==> config.mk <==
export PLATFORM = sky130hd
export DESIGN_NAME = muldiv_ctrl_flat
export DESIGN_NICKNAME = d
export VERILOG_FILES = /design/src/rtl/muldiv_ctrl_if.sv /design/src/rtl/muldiv_ctrl.sv /design/src/flat_wrapper.sv
export SDC_FILE = /design/constraint.sdc
export NUM_CORES = 1
export LEC_CHECK = 0
export BUFFER_PORTS_ARGS = -buffer_cell sky130_fd_sc_hd__buf_2
export CORE_MARGIN = 10
export CORE_UTILIZATION = 60
export DETAILED_ROUTE_END_ITERATION = 8
export PLACE_DENSITY = 0.8
export SETUP_SLACK_MARGIN = 0.02
export SYNTH_ARGS = -nofsm -noshare
export SYNTH_HDL_FRONTEND = slang
export SYNTH_SLANG_ARGS = --single-unit
export TNS_END_PERCENT = 30
==> constraint.sdc <==
create_clock -name clk -period 4.4 [get_ports clk]
set_input_delay 0.22 -clock clk [delete_from_list [all_inputs] [get_ports clk]]
set_output_delay 0.22 -clock clk [all_outputs]
set_load 0.05 [all_outputs]
==> src/rtl/muldiv_ctrl_if.sv <==
// EX-stage request / read-return bundle for the Hi/Lo multiply sequencer.
// The master side (EX stage) drives requests; the slave side (muldiv_ctrl) answers.
interface muldiv_ctrl_if #(
    parameter int WIDTH = 32
);
    logic             req_valid;
    logic             req_ready;
    logic [1:0]       req_op;
    logic [WIDTH-1:0] req_a;
    logic [WIDTH-1:0] req_b;
    logic             rd_valid;
    logic [WIDTH-1:0] rd_data;

    modport master (
        output req_valid, req_op, req_a, req_b,
        input  req_ready, rd_valid, rd_data
    );

    modport slave (
        input  req_valid, req_op, req_a, req_b,
        output req_ready, rd_valid, rd_data
    );
endinterface

==> src/rtl/muldiv_ctrl.sv <==
// Iterative unsigned MULTU/MADDU sequencer owning the Hi/Lo register, plus MFHI/MFLO reads.
// Optional abort input is compiled in with `define MULDIV_FLUSH_EN.
module muldiv_ctrl #(
    parameter int WIDTH     = 32,
    parameter int STEP_BITS = 1
) (
    input  logic             clk,
    input  logic             reset,
`ifdef MULDIV_FLUSH_EN
    input  logic             flush,
`endif
    muldiv_ctrl_if.slave     bus,
    output logic             busy,
    output logic [WIDTH-1:0] hi_out,
    output logic [WIDTH-1:0] lo_out
);
    localparam int N     = WIDTH / STEP_BITS;
    localparam int CNT_W = $clog2(N + 1);

    typedef enum logic [1:0] {
        IDLE   = 2'd0,
        RUN    = 2'd1,
        COMMIT = 2'd2
    } state_t;

    state_t               state_q, state_d;
    logic [CNT_W-1:0]     cnt_q, cnt_d;
    logic [2*WIDTH-1:0]   mcand_q, mcand_d;
    logic [WIDTH-1:0]     mplier_q, mplier_d;
    logic [2*WIDTH-1:0]   acc_q, acc_d;
    logic                 maddu_q, maddu_d;
    logic [2*WIDTH-1:0]   hilo_q, hilo_d;
    logic [WIDTH-1:0]     rd_data_q, rd_data_d;
    logic                 rd_valid_q, rd_valid_d;

    logic                 flush_w;
    logic                 accept;
    logic [2*WIDTH-1:0]   term [STEP_BITS];
    logic [2*WIDTH-1:0]   addend;

`ifdef MULDIV_FLUSH_EN
    assign flush_w = flush;
`else
    assign flush_w = 1'b0;
`endif

    // One shifted copy of the multiplicand per multiplier bit retired this cycle.
    genvar gi;
    generate
        for (gi = 0; gi < STEP_BITS; gi++) begin : g_term
            assign term[gi] = mplier_q[gi] ? (mcand_q << gi) : '0;
        end
    endgenerate

    always_comb begin
        addend = '0;
        for (int i = 0; i < STEP_BITS; i++) begin
            addend = addend + term[i];
        end
    end

    assign bus.req_ready = (state_q == IDLE) && !flush_w;
    assign accept        = bus.req_valid && bus.req_ready;

    always_comb begin
        state_d    = state_q;
        cnt_d      = cnt_q;
        mcand_d    = mcand_q;
        mplier_d   = mplier_q;
        acc_d      = acc_q;
        maddu_d    = maddu_q;
        hilo_d     = hilo_q;
        rd_data_d  = rd_data_q;
        rd_valid_d = 1'b0;

        case (state_q)
            IDLE: begin
                if (accept) begin
                    if (!bus.req_op[1]) begin
                        state_d  = RUN;
                        cnt_d    = CNT_W'(N);
                        mcand_d  = {{WIDTH{1'b0}}, bus.req_a};
                        mplier_d = bus.req_b;
                        acc_d    = '0;
                        maddu_d  = bus.req_op[0];
                    end else begin
                        rd_data_d  = bus.req_op[0] ? hilo_q[WIDTH-1:0]
                                                   : hilo_q[2*WIDTH-1:WIDTH];
                        rd_valid_d = 1'b1;
                    end
                end
            end
            RUN: begin
                acc_d    = acc_q + addend;
                mcand_d  = mcand_q << STEP_BITS;
                mplier_d = mplier_q >> STEP_BITS;
                cnt_d    = cnt_q - CNT_W'(1);
                if (cnt_q == CNT_W'(1)) begin
                    state_d = COMMIT;
                end
            end
            COMMIT: begin
                // MADDU wraps modulo 2^(2*WIDTH); the carry out is dropped.
                hilo_d  = maddu_q ? (hilo_q + acc_q) : acc_q;
                state_d = IDLE;
            end
            default: begin
                state_d = IDLE;
            end
        endcase

        // Abort wins over a same-edge commit and leaves Hi/Lo untouched.
        if (flush_w && (state_q != IDLE)) begin
            state_d = IDLE;
            cnt_d   = '0;
            hilo_d  = hilo_q;
        end
    end

    always_ff @(posedge clk or negedge reset) begin
        if (!reset) begin
            state_q    <= IDLE;
            cnt_q      <= '0;
            mcand_q    <= '0;
            mplier_q   <= '0;
            acc_q      <= '0;
            maddu_q    <= 1'b0;
            hilo_q     <= '0;
            rd_data_q  <= '0;
            rd_valid_q <= 1'b0;
        end else begin
            state_q    <= state_d;
            cnt_q      <= cnt_d;
            mcand_q    <= mcand_d;
            mplier_q   <= mplier_d;
            acc_q      <= acc_d;
            maddu_q    <= maddu_d;
            hilo_q     <= hilo_d;
            rd_data_q  <= rd_data_d;
            rd_valid_q <= rd_valid_d;
        end
    end

    assign bus.rd_valid = rd_valid_q;
    assign bus.rd_data  = rd_data_q;
    assign busy         = (state_q != IDLE);
    assign hi_out       = hilo_q[2*WIDTH-1:WIDTH];
    assign lo_out       = hilo_q[WIDTH-1:0];
endmodule

==> src/flat_wrapper.sv <==
// flat-port wrapper written by rule: the top's interface ports become plain ports
module muldiv_ctrl_flat 
#(
    parameter int WIDTH     = 32,
    parameter int STEP_BITS = 1
)
  (clk, reset, busy, hi_out, lo_out, bus_req_valid, bus_req_op, bus_req_a, bus_req_b, bus_req_ready, bus_rd_valid, bus_rd_data);
  muldiv_ctrl_if #(.WIDTH(WIDTH)) bus_i ();
  input  logic clk;
  input  logic reset;
  output logic busy;
  output logic [WIDTH-1:0] hi_out;
  output logic [WIDTH-1:0] lo_out;
  input wire logic [$bits(bus_i.req_valid)-1:0] bus_req_valid;
  input wire logic [$bits(bus_i.req_op)-1:0] bus_req_op;
  input wire logic [$bits(bus_i.req_a)-1:0] bus_req_a;
  input wire logic [$bits(bus_i.req_b)-1:0] bus_req_b;
  output wire logic [$bits(bus_i.req_ready)-1:0] bus_req_ready;
  output wire logic [$bits(bus_i.rd_valid)-1:0] bus_rd_valid;
  output wire logic [$bits(bus_i.rd_data)-1:0] bus_rd_data;
  assign bus_i.req_valid = bus_req_valid;
  assign bus_i.req_op = bus_req_op;
  assign bus_i.req_a = bus_req_a;
  assign bus_i.req_b = bus_req_b;
  assign bus_req_ready = bus_i.req_ready;
  assign bus_rd_valid = bus_i.rd_valid;
  assign bus_rd_data = bus_i.rd_data;
  muldiv_ctrl #(.WIDTH(WIDTH), .STEP_BITS(STEP_BITS)) u_core (.clk(clk), .reset(reset), .bus(bus_i), .busy(busy), .hi_out(hi_out), .lo_out(lo_out));
endmodule
==> impl_metrics.py <==
metrics = {
    "floorplanning": {
        "die_h_um": 195,
        "die_width_um": 195,
        "rows": 64,
        "start_util": 0.604,
        "ioPinCount": 168,
        "coreArea_um2": 30400,
        "dieArea_um2": 38100,
    },
    "pwr": {
        "total_power_mw": 13.8,
        "p_seq_frac": 0.331,
        "leakage_nw": 10.7,
        "power_frac_comb": 0.478,
        "clkPwrFrac": 0.191,
        "powerDensity_nw_per_um2": 654,
        "vdd_drop_max_uv": 442,
        "p_switching_mw": 6.57,
        "power_switching_share": 0.477,
        "p_int_mw": 7.21,
    },
    "logic_synthesis": {
        "synth_xor_area_frac": 0.0567,
        "synth_top_family_by_area": "compound AO/OA/AOI/OAI gates",
        "synthSimpleGateAreaFrac": 0.141,
        "ys_seq_elements": 266,
        "synth_edf_count": 0,
        "synth_top_flop_cell": "dfrtp_1",
        "yosysUniqueCellTypes": 74,
        "synth_area_leaders": "dfrtp_1, ha_1, a21oi_1",
        "yosys.area.top_type": "dfrtp_1",
        "yosysTopAreaCellShare": 0.362,
        "syn_avg_cell_area_um2": 8.83,
        "netlist_instances": 2082,
        "muxShareOfSynthArea": 0.0453,
        "synth_most_common_cell": "dfrtp_1",
        "async_flop_share": 1.00,
        "yosys_warnings": 0,
        "synth.top_cells.by_count": "dfrtp_1, nand2_1, a21oi_1",
        "synth_fa_ha_area_frac": 0.0892,
        "synth_compound_area_frac": 0.258,
        "netlist_area_um2": 18400,
        "ys_seq_area_frac": 0.362,
        "synthesis.nets": 2281,
    },
    "sta": {
        "tns_ns": 0,
        "setup_slack_ns": 0.190,
        "worstMarginPinSlew_ns": 0.893,
        "skew_ns": 0.0136,
        "slew-limit-headroom": 0.403,
        "max_freq_mhz": 238,
        "post-route-period-util": 0.957,
        "slew_violations": 0,
        "setup_viol": 0,
        "hold_violations": 0,
        "whs_ns": 0.0338,
        "rsz0062_at_grt": "false",
        "min_period_ns": 4.21,
    },
    "grt": {
        "grt_max_degree": 112,
        "grtUsageTotal": 0.282,
        "first_global_vias": 16028,
        "grt_pass1_wl_mm": 88.7,
        "antenna_found_initial": 1,
        "global_route.overflow_total": 0,
    },
    "worst_setup_path": {
        "crit_buf_inv": 1,
        "arrival_ns": 4.66,
        "cp_top_family": "compound AO/OA/AOI/OAI gates",
        "startpoint_type": "flop",
        "worstSetupPathType": "flop to flop",
        "path_cells": "buf_4 > and2_1 > ha_1 > a21oi_1 > o211ai_1 > a41oi_1 > nor3_1 > a21oi_1 > o41ai_2 > a41oi_1 > nor3_1 > o21bai_1 > a21bo_2 > a32o_1",
        "required_ns": 4.85,
        "critPathSlowestCell": "o41ai_2",
        "max_stage_delay_ns": 0.49,
        "cp-end-kind": "flop",
        "cp_max_fo": 22,
    },
    "clock_network": {
        "cts_resized": 0,
        "clkTransAtPathRegs_ns": 0.06,
        "clock_latency_ns": 0.57,
        "clockBufferDepth": 3,
        "cts_sinks": 266,
        "clockRootBuffer": "clkbuf_16",
        "numCtsBuffers": 29,
        "cts-htree-levels": 1,
        "cts_tree": "built",
    },
    "drt": {
        "viasPerCell": 6.32,
        "drt-wirelength-per-cell_um": 20.9,
        "dr_wl_met3_mm": 4.89,
        "drtIter0Drc": 1692,
        "routed_wirelength_mm": 55.3,
        "detailroute.wirelength.met2_mm": 23.6,
        "post-route-drc-count": 6,
        "top_layer_used": "met4",
        "via_count": 16734,
        "wl_met1_mm": 25.2,
        "ant_nets": 0,
        "detail_route.first_pass.iterations": 9,
    },
    "place": {
        "place_inst": 2530,
        "pre_cts_ws_ns": 0.293,
        "placed_area_um2": 19400,
        "dp_hpwl_mm": 40.6,
        "io_buffer_count": 167,
        "place_congestion": 0.956,
    },
    "layout": {
        "utilization": 0.693,
        "fin_cells": 2646,
        "synthToLayoutAreaGrowth_pct": 14.6,
        "nets": 2430,
        "drive_gt1_frac": 0.114,
        "stdcell_area_um2": 21100,
        "n_fill_cell": 2396,
        "antenna_cells": 0,
    },
    "worst_hold_path": {
        "min_path_type": "input pin to flop",
    },
    "status": {
        "failed_checks": "design-rule violations",
        "status": "finished with violations",
    },
    "flow_run": {
        "maxCapViolCount": 0,
    },
}
==> worst register-to-register path: cells and delay by family, from the launching register on <==
kind	cells	cell delay, ns
and+or+nand+nor	3	0.88
DFF	1	0.38
adders and majority gates	1	0.42
buffers and inverters	1	0.20
AOI/OAI and AO/OA	9	2.22
==> power groups by stage <==
stage | Combinational, mW | Clock, mW | Sequential [mW]
5_1_grt | 7.25 | 2.76 | 4.64
6_report | 6.59 | 2.64 | 4.55
2_1_floorplan | 4.07 | 0 | 5.05
3_5_place_dp | 6.46 | 0 | 4.53
4_1_cts | 6.54 | 2.66 | 4.49
3_3_place_gp | 6.31 | 0 | 4.48
==> kinds of logic (layout without fill, tap and decap cells) <==
family / count (synthesis) / after routing
adder cells (fa/ha/maj): 130 / 130
AND/OR/NAND/NOR: 551 / 551
multiplexers: 83 / 83
buffers and inverters: 229 / 397
flip-flops: 266 / 266
AO/OA/AOI/OAI: 704 / 704
XOR/XNOR: 119 / 119
==> path summary, 6_finish.rpt <==
kind	from	end	slack, ns	cells after the start
max	u_core.mplier_q[0]	u_core.acc_q[56]	0.19	14
min	bus_req_valid	u_core.cnt_q[5]	0.03	3
max reg2reg	u_core.mplier_q[0]	u_core.acc_q[56]	0.19	14
min reg2reg	u_core.mcand_q[52]	u_core.mcand_q[53]	0.51	1
max in group asynchronous	reset	u_core.maddu_q	2.95	3
min in group asynchronous	reset	u_core.hilo_q[14]	0.26	2
==> state kept, by name, summed over array words and instances, names as in the netlist <==
register             count
u_core.mcand_q          64
u_core.state_q           2
u_core.acc_q            64
u_core.bus.rd_valid      1
u_core.bus.rd_data      32
u_core.mplier_q         32
u_core.cnt_q             6
u_core.maddu_q           1
u_core.hilo_q           64
==> cell usage in the layout, fill, tap and decap left out, types with 30 or more instances in the layout <==
cell             n
a21o_1          97
a21oi_1        181
a222oi_1        62
a22o_1          36
and2_1          70
buf_2          166
dfrtp_1        265
dlygate4sd3_1   66
ha_1           128
inv_1           98
mux2i_1         81
nand2_1        218
nand4_1         30
nor2_1         107
o21ai_0        176
xnor2_1         66
xor2_1          53
==> layer usage <==
| metal | vias to the layer above | global-route usage |
|---|---|---|
| met2 | 703 | 0.417 |
| met3 | 89 | 0.0534 |
| met1 | 8049 | 0.410 |
| met5 | - | 0 |
| li1 | 7893 | - |
| met4 | 0 | 0.0840 |
==> layout make-up <==
| type | count | area (um2) | area share |
|---|---|---|---|
| Sequential cell | 266 | 6660 | 0.316 |
| Inverter | 98 | 368 | 0.0174 |
| Clock buffer | 38 | 800 | 0.0379 |
| Tap cell | 396 | 495 | 0.0235 |
| Clock inverter | 12 | 216 | 0.0103 |
| Timing Repair Buffer | 249 | 1640 | 0.0777 |
| Multi-Input combinational cell | 1587 | 10900 | 0.517 |
==> timing repair <==
item,4_1_cts,5_1_grt
hold endpoints to repair,169,0
buffers inserted,0,0
hold buffers,66,0
No activity file was read; power rests on OpenSTA's default activity.
